===== src/rtl/lut_config_loader_pkg.sv =====
// Shared definitions for LUT configuration loaders: FSM states and the
// beat-count arithmetic derived from the LUT size and the beat width.
package lut_config_loader_pkg;

    typedef enum logic [2:0] {
        ST_IDLE,
        ST_LOAD,
        ST_COMMIT,
        ST_DONE,
        ST_ERROR
    } cfg_state_e;

    function automatic int calc_nbeats(input int mem_size, input int cfg_width);
        return mem_size / cfg_width;
    endfunction

    function automatic int calc_cnt_w(input int nbeats);
        return (nbeats > 1) ? $clog2(nbeats) : 1;
    endfunction

    function automatic bit width_divides(input int mem_size, input int cfg_width);
        return (cfg_width > 0) && ((mem_size % cfg_width) == 0);
    endfunction

endpackage


===== src/rtl/lut_config_loader_shift_reg.sv =====
// Right-shift register with enable and synchronous clear; new data enters at
// the top so the first beat shifted in ends up in the lowest slot.
module cfg_shift_reg #(
    parameter int WIDTH = 16,
    parameter int SHIFT = 1
) (
    input  logic             clk,
    input  logic             rst,
    input  logic             clr,
    input  logic             en,
    input  logic [SHIFT-1:0] din,
    output logic [WIDTH-1:0] q
);

    generate
        if (WIDTH == SHIFT) begin : g_single
            always_ff @(posedge clk) begin
                if (rst || clr)
                    q <= '0;
                else if (en)
                    q <= din;
            end
        end else begin : g_shift
            always_ff @(posedge clk) begin
                if (rst || clr)
                    q <= '0;
                else if (en)
                    q <= {din, q[WIDTH-1:SHIFT]};
            end
        end
    endgenerate

endmodule


===== src/rtl/lut_config_loader.sv =====
// Streams a LUT truth table in as CONFIG_WIDTH-bit beats, checks framing with
// cfg_last, and commits the assembled word to the LUT with a one-cycle cen.
module lut_config_loader
    import lut_config_loader_pkg::*;
#(
    parameter int INPUTS       = 4,
    parameter int MEM_SIZE     = 2 ** INPUTS,
    parameter int CONFIG_WIDTH = 1
) (
    input  logic                    cclk,
    input  logic                    rst,
    input  logic [CONFIG_WIDTH-1:0] cfg_data,
    input  logic                    cfg_valid,
    input  logic                    cfg_last,
    output logic                    cfg_ready,
    input  logic                    cfg_restart,
    output logic [MEM_SIZE-1:0]     config_out,
    output logic                    cen,
    output logic                    done,
    output logic                    error
);

    localparam int NBEATS = calc_nbeats(MEM_SIZE, CONFIG_WIDTH);
    localparam int CNT_W  = calc_cnt_w(NBEATS);
    localparam logic [CNT_W-1:0] LAST_CNT = CNT_W'(NBEATS - 1);

    generate
        if (!width_divides(MEM_SIZE, CONFIG_WIDTH)) begin : g_bad_width
            $error("lut_config_loader: MEM_SIZE must be a multiple of CONFIG_WIDTH");
        end
    endgenerate

    cfg_state_e       state_q, state_d;
    logic [CNT_W-1:0] cnt_q, cnt_d;
    logic             accept;
    logic             clr;

    assign accept = cfg_valid && cfg_ready;

    always_comb begin
        state_d   = state_q;
        cnt_d     = cnt_q;
        clr       = 1'b0;
        cfg_ready = 1'b0;
        case (state_q)
            ST_IDLE: begin
                cfg_ready = 1'b1;
                if (accept) begin
                    cnt_d = CNT_W'(1);
                    if (NBEATS == 1)
                        state_d = cfg_last ? ST_COMMIT : ST_ERROR;
                    else
                        state_d = cfg_last ? ST_ERROR : ST_LOAD;
                end
            end
            ST_LOAD: begin
                cfg_ready = 1'b1;
                if (accept) begin
                    cnt_d = cnt_q + CNT_W'(1);
                    if (cnt_q == LAST_CNT)
                        state_d = cfg_last ? ST_COMMIT : ST_ERROR;
                    else if (cfg_last)
                        state_d = ST_ERROR;
                end
            end
            ST_COMMIT: state_d = ST_DONE;
            ST_DONE, ST_ERROR: begin
                if (cfg_restart) begin
                    state_d = ST_IDLE;
                    cnt_d   = '0;
                    clr     = 1'b1;
                end
            end
            default: state_d = ST_IDLE;
        endcase
    end

    // Status strobes are registered from the next state so they line up
    // exactly with the state they describe and never glitch on inputs.
    always_ff @(posedge cclk) begin
        if (rst) begin
            state_q <= ST_IDLE;
            cnt_q   <= '0;
            cen     <= 1'b0;
            done    <= 1'b0;
            error   <= 1'b0;
        end else begin
            state_q <= state_d;
            cnt_q   <= cnt_d;
            cen     <= (state_d == ST_COMMIT);
            done    <= (state_d == ST_DONE);
            error   <= (state_d == ST_ERROR);
        end
    end

    cfg_shift_reg #(
        .WIDTH (MEM_SIZE),
        .SHIFT (CONFIG_WIDTH)
    ) u_shift (
        .clk (cclk),
        .rst (rst),
        .clr (clr),
        .en  (accept),
        .din (cfg_data),
        .q   (config_out)
    );

endmodule


===== config.mk =====
export PLATFORM = sky130hd
export DESIGN_NAME = lut_config_loader
export DESIGN_NICKNAME = d
export VERILOG_FILES = /design/src/rtl/lut_config_loader_pkg.sv /design/src/rtl/lut_config_loader_shift_reg.sv /design/src/rtl/lut_config_loader.sv
export SDC_FILE = /design/constraint.sdc
export NUM_CORES = 1
export LEC_CHECK = 0
export CAP_MARGIN = 40
export CORE_ASPECT_RATIO = 0.7
export CORE_MARGIN = 4
export CORE_UTILIZATION = 50
export DETAILED_ROUTE_END_ITERATION = 10
export DONT_BUFFER_PORTS = 1
export SYNTH_ARGS = -nofsm -noshare
export SYNTH_HDL_FRONTEND = slang
export SYNTH_HIERARCHICAL = 1
export SYNTH_SLANG_ARGS = --single-unit

===== constraint.sdc =====
create_clock -name cclk -period 2.45 [get_ports cclk]
set_input_delay 0.245 -clock cclk [delete_from_list [all_inputs] [get_ports cclk]]
set_output_delay 0.245 -clock cclk [all_outputs]
set_load 0.01 [all_outputs]

==> results.toml, run 1 <==
[synthesis]
synth_ff_type = "sky130_fd_sc_hd__dfxtp_1"
async_flop_share = 0
synth-edff-count = 0
synthMostInstantiatedCell = "sky130_fd_sc_hd__dfxtp_1"
syn-mean-instance-area_sq_um = 10.1
number_of_synthesized_register_bits = 26
ys_types = 38
synth-seq-area-share = 0.448
synth.top_cells.by_count = "sky130_fd_sc_hd__dfxtp_1 (26), sky130_fd_sc_hd__mux2i_1 (17), sky130_fd_sc_hd__nor2_1 (17), sky130_fd_sc_hd__nand3b_1 (4)"
post-synth-top-area-fraction = 0.448
yosys_warnings = 6
synth_fp_nets = 122
synth.area.top_cells = "sky130_fd_sc_hd__dfxtp_1 (45%), sky130_fd_sc_hd__mux2i_1 (15%), sky130_fd_sc_hd__nor2_1 (5.5%), sky130_fd_sc_hd__buf_6 (2.9%), sky130_fd_sc_hd__nand3b_1 (2.6%)"
netlist_area_sq_um = 1160
post-synth-top-area-cell = "sky130_fd_sc_hd__dfxtp_1"
synthCells = 115

[setup_path]
worstRegToRegCells = 5
worst-endpoint-arrival_ns = 2.03
worst_r2r_startpoint = "state_q[2]"
crit_fanout = 16
worstSetupEndpointType = "flop"
timing_worst_setup_path_type = "flop to flop"
cp_data_required_time_ns = 2.64
timing.critical_path.from_type = "flop"
worst-r2r-setup-slack_ns = 0.62
timing.rr.end = "u_shift/q[7]"

[cts]
clk-insertion-delay-late_ns = 0.31
cts_htree_levels = 1
cts_tree = "done"
clk_pin_slew_worst_paths_ns = 0.13
num_cts_buffers = 3
clockRootBuffer = "sky130_fd_sc_hd__clkbuf_4"
post_cts_resized = 0
cts.repair_timing.setup_buffer_count = 0
clock_sink_count = 26
clock_tree.buffer_depth = 2

[status]
result_of_the_run = "finished clean"

[timing]
final_period_demand_of_the_worst_path_ns = 1.83
fin_worst_skew_ns = 0.00452
worst_pin_slew_ns = 0.526
number_of_pins_with_negative_max_slew_slack_in_the_final_report = 0
rsz0062_at_grt = "no"
setup-tns-final_ns = 0
finalHoldViolCount = 0
finalSetupViolCount = 0
max_slew_margin = 0.650
final.period_utilization = 0.748
achievable-frequency_mhz = 546

[route]
detail_route_antenna_nets = 0
detailroute.via_count = 791
detail_route.wirelength_um = 2110
drc = 0
avgRoutedWirePerCell_um = 14.6
viasPerCell = 5.46
first_pass_iters = 4
drt_iter0_markers = 26

[floorplan]
die_width_um = 65.6
initial_util = 0.535
rows = 14
num_io_pins = 26
core_area_sq_um = 2170
die_h_um = 48.3
dieArea_sq_um = 3170

[final_layout]
drive_above_1_share = 0.0973
postLayoutCoreUtil = 0.549
insertedDiodeCount = 0
syn2layout_area_growth_pct = 2.58
design_area_sq_um = 1190
num-fill-cells = 218
num-nets-final = 121

[place]
gpl.final_weighted_congestion = 0.767
portBuffers = 0
dp_hpwl_um = 1540
placed_cell_area_sq_um = 1150

[global_route]
grt.total_usage = 0.140
antenna_found_initial = 0
grt_max_degree = 23
first_global_vias = 733
globalRoute.totalOverflow = 0
first_pass_grt_wire_length_um = 3480

[power_and_ir_drop]
design_power_total_mw = 0.711
cellLeakagePower_nw = 0.455
power.ir.vdd_worst_mv = 0.307
cellPowerDensity_nw_per_um2 = 596

[worst_hold_path]
hold-path-cell-count = 2
worst_hold_path_type = "input port to flop"
whs_endpoint = "u_shift/q[15]"
holdCritStartpoint = "cfg_data"

[flow_run]
timing.max_cap.violations = 0
==> through the flow <==
| step | cells | hold WS (ns) | setup slack [ns] |
|---|---|---|---|
| 6_report | 145 | 0.0808 | 0.617 |
| 5_1_grt | 145 | 0.0490 | 0.481 |
| 4_1_cts | 145 | 0.0637 | 0.625 |
| 3_5_place_dp | 140 | 0.342 | 0.631 |
| 3_3_place_gp | 140 | 0.341 | 0.700 |
| 2_1_floorplan | 115 | 0.328 | 0.936 |
==> power by group <==
group,total (mW),switching [mW],internal (mW)
logic,0.0607,0.0325,0.0282
registers,0.443,0.0133,0.430
clock network,0.207,0.116,0.0907
==> layer usage <==
layer	wire (um)	GRT usage	up-vias
li1	-	-	415
met1	1100	0.185	356
met2	872	0.205	18
met3	126	0.0648	2
met4	10	0.0345	0
met5	0	0	-
==> what timing repair did <==
item | in CTS | in global routing
hold buffers | 1 | 0
endpoints found under the hold margin | 1 | 0
setup endpoints to repair | 0 | 0
==> cells in the final DEF (no fill, tap or decap), drive strengths merged, types with 2 or more instances in the layout <==
cell     count
a2111oi      2
a21oi        3
a311oi       2
a31o         2
and3         2
and4         2
clkbuf       4
dfxtp       26
inv          4
mux2i       17
nand2        3
nand3b       4
nand4        2
nand4b       2
nor2        17
o211ai       3
or2          2
==> registers in the layout, summed over array words and instances (netlist names) <==
register,flops
state_q,3
cnt_q,4
cen,1
u_shift/q,16
error,1
done,1
==> area by class of cell <==
cell class,instances,area [sq um],area share
Tap cell,32,40.0,0.0336
Inverter,5,23.8,0.0199
Clock buffer,4,36.3,0.0304
Sequential cell,26,520,0.437
Timing Repair Buffer,1,10.0,0.00839
Multi-Input combinational cell,77,562,0.471
==> how the worst max path moves through the flow <==
stage                    start       endpoint  slack (ns)
global route        state_q[2]   u_shift/q[0]        0.48
CTS                 state_q[2]   u_shift/q[7]        0.62
detailed placement  state_q[2]   u_shift/q[7]        0.63
floorplan           state_q[2]  u_shift/q[10]        0.94
finish              state_q[2]   u_shift/q[7]        0.62
global placement    state_q[2]   u_shift/q[1]        0.70
==> cell families after synthesis <==
kind of cell | count (synthesis) | share of synthesized area
and+or+nand+nor | 42 | 0.212
adders and majority gates | 1 | 0.0108
AOI/OAI and AO/OA | 17 | 0.114
DFF | 26 | 0.448
buffers and inverters | 12 | 0.0689
muxes | 17 | 0.146
==> critical path, cell delays in order (launching register included) <==
cell and delay [ns]:
sky130_fd_sc_hd__dfxtp_1 0.59, sky130_fd_sc_hd__inv_2 0.09, sky130_fd_sc_hd__or3_1 0.35, sky130_fd_sc_hd__a21boi_1 0.13
sky130_fd_sc_hd__or2_1 0.45, sky130_fd_sc_hd__nor2_1 0.12
No activity file was read; power rests on OpenSTA's default activity.
==> run 2, diff against run 1 <==
--- a/config.mk
+++ b/config.mk
@@ -11,6 +11,7 @@
 export CORE_UTILIZATION = 50
 export DETAILED_ROUTE_END_ITERATION = 10
 export DONT_BUFFER_PORTS = 1
+export PLACE_DENSITY = 0.68
 export SYNTH_ARGS = -nofsm -noshare
 export SYNTH_HDL_FRONTEND = slang
 export SYNTH_HIERARCHICAL = 1
==> constraint.sdc (replaced) <==
create_clock -name cclk -period 1.5 [get_ports cclk]
set_input_delay 0.15 -clock cclk [delete_from_list [all_inputs] [get_ports cclk]]
set_output_delay 0.15 -clock cclk [all_outputs]
set_load 0.01 [all_outputs]
==> results.toml, run 2 (synthesized netlist as in run 1, its figures left out) <==
[timing]
achievable-frequency_mhz = 709
number_of_pins_with_negative_max_slew_slack_in_the_final_report = 0
setup-tns-final_ns = 0
finalSetupViolCount = 0
finalHoldViolCount = 0
final.period_utilization = 0.941
worst_pin_slew_ns = 0.437
rsz0062_at_grt = "no"
max_slew_margin = 0.701
final_period_demand_of_the_worst_path_ns = 1.41
fin_worst_skew_ns = 0.0164
post_layout_worst_setup_margin_ns = 0.0892

[setup_path]
worst-endpoint-arrival_ns = 1.63
timing.critical_path.from_type = "flop"
crit_fanout = 16
cp_data_required_time_ns = 1.71
worstSetupEndpointType = "flop"
timing_worst_setup_path_type = "flop to flop"

[global_route]
globalRoute.totalOverflow = 0
first_global_vias = 853
groute.layer.met1.usage = 0.204
globalRouteMet3Util = 0.0694
first_pass_grt_wire_length_um = 4040
global_route.peak_usage_layer = "met2"
antenna_found_initial = 0
grt_max_degree = 17
grt.total_usage = 0.160
grt_use_met2 = 0.258

[cts]
cts_tree = "done"
cts.repair_timing.setup_buffer_count = 0
clk-insertion-delay-late_ns = 0.32
clock_sink_count = 26
cts_htree_levels = 1
clockRootBuffer = "sky130_fd_sc_hd__clkbuf_4"
clock_tree.buffer_depth = 2
clk_pin_slew_worst_paths_ns = 0.14
num_cts_buffers = 3

[route]
detail_route.wirelength_um = 2360
drt_iter0_markers = 47
viasPerCell = 5.93
avgRoutedWirePerCell_um = 15.4
first_pass_iters = 4
detail_route_antenna_nets = 0
detailroute.via_count = 908
drc = 0

[final_layout]
mostFrequentLayoutCells = "sky130_fd_sc_hd__dfxtp_1 (25), sky130_fd_sc_hd__nor2_1 (17), sky130_fd_sc_hd__mux2i_1 (17)"
drive_above_1_share = 0.149
num-nets-final = 129
reg_top3 = "u_shift/q: 16 flops, cnt_q: 4 flops, state_q: 3 flops"
syn2layout_area_growth_pct = 13.6
layout_commonest_cell = "sky130_fd_sc_hd__dfxtp_1"
insertedDiodeCount = 0
max_flop_register = "u_shift/q"
largest_reg_flops = 16

[place]
portBuffers = 0
dp_hpwl_um = 1690
gpl.final_weighted_congestion = 0.795
post-place-ws_ns = 0.0797

[floorplan]
dieArea_sq_um = 3170
num_io_pins = 26
rows = 14
core_area_sq_um = 2170
die_h_um = 48.3
initial_util = 0.535
die_width_um = 65.6

[power_and_ir_drop]
power.ir.vdd_worst_mv = 0.573
cellLeakagePower_nw = 0.515
cellPowerDensity_nw_per_um2 = 1010

[worst_hold_path]
worst_hold_path_type = "input port to flop"

[status]
result_of_the_run = "finished clean"

[flow_run]
timing.max_cap.violations = 0
run 2: cell types whose count changed in the layout (fill, tap and decap cells not counted), sizes merged:
cell | previous run | this run
buf | 0 | 6
bufinv | 0 | 1
clkbuf | 4 | 3
dlygate4sd3 | 1 | 3
run 2: worst paths after layout:
path         slack, ns         end        start  cells after the start
max reg2reg       0.09       error   state_q[1]                      4
min reg2reg       0.48    cnt_q[1]     cnt_q[1]                      2
max               0.09       error   state_q[1]                      4
min               0.02  state_q[0]  cfg_restart                      2
run 2: layout make-up:
type	instances	area (sq um)
Timing Repair Buffer	9	100
Tap cell	32	40.0
Fill cell	187	852
Multi-Input combinational cell	77	574
Inverter	5	31.3
Clock buffer	3	22.5
Sequential cell	26	522
Clock inverter	1	30.0
run 2: metal layers:
| layer | part of all wire | vias to the layer above | wire, um |
|---|---|---|---|
| li1 | - | 433 | - |
| met1 | 0.45 | 445 | 1070 |
| met2 | 0.47 | 28 | 1110 |
| met3 | 0.070 | 2 | 166 |
| met4 | 0.0080 | 0 | 19 |
| met5 | 0 | - | 0 |
run 2: where the power goes:
| part | internal [mW] | switching (mW) | total, mW | leakage (nW) |
|---|---|---|---|---|
| Sequential | 0.703 | 0.0166 | 0.720 | 0.211 |
| Clock | 0.270 | 0.199 | 0.470 | 0.0279 |
| Combinational | 0.0714 | 0.0706 | 0.142 | 0.276 |
run 2: critical path, stage by stage (launching register included):
cell and delay, ns:
sky130_fd_sc_hd__dfxtp_1 0.36, sky130_fd_sc_hd__or3b_4 0.45, sky130_fd_sc_hd__clkinv_8 0.13, sky130_fd_sc_hd__a31oi_1 0.12, sky130_fd_sc_hd__a31o_1 0.24
run 2: timing repair:
| item | in CTS | in global routing |
|---|---|---|
| hold endpoints to repair | 4 | 0 |
| endpoints found under the setup margin | 0 | 18 |
| hold buffers | 3 | 0 |
| resized for setup | 0 | 4 |
run 2: through the flow:
stage	cell area (sq um)	utilization	hold WS (ns)	power (mW)	cells
floorplan	1170	-	0.233	0.838	115
global placement	1220	0.560	0.265	0.859	146
detailed placement	1220	0.560	0.248	0.862	146
CTS	1300	0.598	0.0111	1.33	153
global route	1320	0.608	0.00323	1.39	153
finish	1320	0.608	0.0211	1.33	153
==> run 3, diff against run 2 <==
--- a/config.mk
+++ b/config.mk
@@ -11,7 +11,7 @@
 export CORE_UTILIZATION = 50
 export DETAILED_ROUTE_END_ITERATION = 10
 export DONT_BUFFER_PORTS = 1
-export PLACE_DENSITY = 0.68
+export PLACE_DENSITY = 0.71
 export SYNTH_ARGS = -nofsm -noshare
 export SYNTH_HDL_FRONTEND = slang
 export SYNTH_HIERARCHICAL = 1
==> results.toml, run 3 (synthesized netlist as in run 1, its figures left out) <==
[final_layout]
syn2layout_area_growth_pct = 10.2
insertedDiodeCount = 0
num-fill-cells = 200
mostFrequentLayoutCells = "sky130_fd_sc_hd__dfxtp_1 (25), sky130_fd_sc_hd__nor2_1 (17), sky130_fd_sc_hd__mux2i_1 (17)"
multi_input_logic_area_sq_um = 563
reg_top3 = "u_shift/q: 16 flops, cnt_q: 4 flops, state_q: 3 flops"
area.sequential_sq_um = 522
layout_commonest_cell = "sky130_fd_sc_hd__dfxtp_1"
design_area_sq_um = 1280
num-nets-final = 127
max_flop_register = "u_shift/q"
largest_reg_flops = 16
drive_above_1_share = 0.134

[timing]
setup-tns-final_ns = 0
rsz0062_at_grt = "no"
worst_hold_slack_ns = 0.0432
finalSetupViolCount = 0
final_period_demand_of_the_worst_path_ns = 1.41
max_slew_margin = 0.717
fin_worst_skew_ns = 0.00578
worst_pin_slew_ns = 0.424
number_of_pins_with_negative_max_slew_slack_in_the_final_report = 0
achievable-frequency_mhz = 711
final.period_utilization = 0.938
finalHoldViolCount = 0

[route]
drc = 0
drt_iter0_markers = 46
viasPerCell = 5.75
avgRoutedWirePerCell_um = 15.7
detail_route.wirelength_um = 2370
first_pass_iters = 4
detailroute.via_count = 869
detail_route_antenna_nets = 0

[global_route]
globalRoute.totalOverflow = 0
grt_max_degree = 23
first_pass_grt_wire_length_um = 3860
grt.total_usage = 0.154
first_global_vias = 807
antenna_found_initial = 0

[floorplan]
rows = 14
initial_util = 0.535
die_h_um = 48.3
dieArea_sq_um = 3170
die_width_um = 65.6
num_io_pins = 26
core_area_sq_um = 2170

[place]
gpl.final_weighted_congestion = 0.832
dp_hpwl_um = 1610
placed_cell_area_sq_um = 1190
portBuffers = 0

[setup_path]
timing.critical_path.from_type = "flop"
cp_data_required_time_ns = 1.72
worst-endpoint-arrival_ns = 1.63
crit_fanout = 22
worstSetupEndpointType = "flop"
timing_worst_setup_path_type = "flop to flop"

[status]
result_of_the_run = "finished clean"

[cts]
clock_sink_count = 26
cts_htree_levels = 1
clk_pin_slew_worst_paths_ns = 0.14
clk-insertion-delay-late_ns = 0.32
clock_tree.buffer_depth = 2
cts_tree = "done"
cts.repair_timing.setup_buffer_count = 0
clockRootBuffer = "sky130_fd_sc_hd__clkbuf_4"
num_cts_buffers = 3

[worst_hold_path]
worst_hold_path_type = "input port to flop"

[flow_run]
timing.max_cap.violations = 0

[power_and_ir_drop]
cellPowerDensity_nw_per_um2 = 1030
design_power_total_mw = 1.32
cellLeakagePower_nw = 0.499
power.ir.vdd_worst_mv = 0.752
run 3: metal layers:
layer,up-vias,track usage,wire length [um]
met2,32,0.228,1090
met3,5,0.0648,174
li1,422,-,-
met1,410,0.203,1080
met4,0,0.0483,27
met5,-,0,0
run 3: final timing paths:
| path | start | end | slack [ns] | cells after the start |
|---|---|---|---|---|
| hold reg to reg | cnt_q[1] | cnt_q[1] | 0.49 | 2 |
| setup reg to reg | state_q[1] | error | 0.09 | 4 |
| setup / recovery | state_q[1] | error | 0.09 | 4 |
| hold / removal | cfg_restart | state_q[0] | 0.04 | 2 |
run 3: final cells by class:
type / instances / share of cell area
Inverter: 5 / 0.0244
Sequential cell: 26 / 0.407
Clock buffer: 3 / 0.0176
Timing Repair Buffer: 7 / 0.0566
Tap cell: 32 / 0.0312
Clock inverter: 1 / 0.0234
Multi-Input combinational cell: 77 / 0.439
run 3: worst max-delay path, stage by stage, from the launching register on:
cell and delay [ns]:
sky130_fd_sc_hd__dfxtp_1 0.35, sky130_fd_sc_hd__or3b_4 0.45, sky130_fd_sc_hd__clkinv_8 0.15, sky130_fd_sc_hd__a31oi_1 0.13, sky130_fd_sc_hd__a31o_1 0.23
run 3: power by group:
group | total, mW | switching [mW] | leakage, nW | internal, mW
Clock | 0.472 | 0.202 | 0.0279 | 0.270
Combinational | 0.129 | 0.0683 | 0.261 | 0.0612
Sequential | 0.720 | 0.0168 | 0.211 | 0.703
run 3: timing repair:
action	CTS	global route
hold endpoints to repair	4	0
resized for setup	0	4
setup endpoints to repair	0	4
hold buffers	3	0
run 3: stage by stage:
stage / setup slack [ns] / cells / util
2_1_floorplan: 0.0117 / 115 / -
3_3_place_gp: 0.0856 / 144 / 0.547
3_5_place_dp: 0.0584 / 144 / 0.547
4_1_cts: 0.0283 / 151 / 0.585
5_1_grt: 0.00578 / 151 / 0.590
6_report: 0.0934 / 151 / 0.590
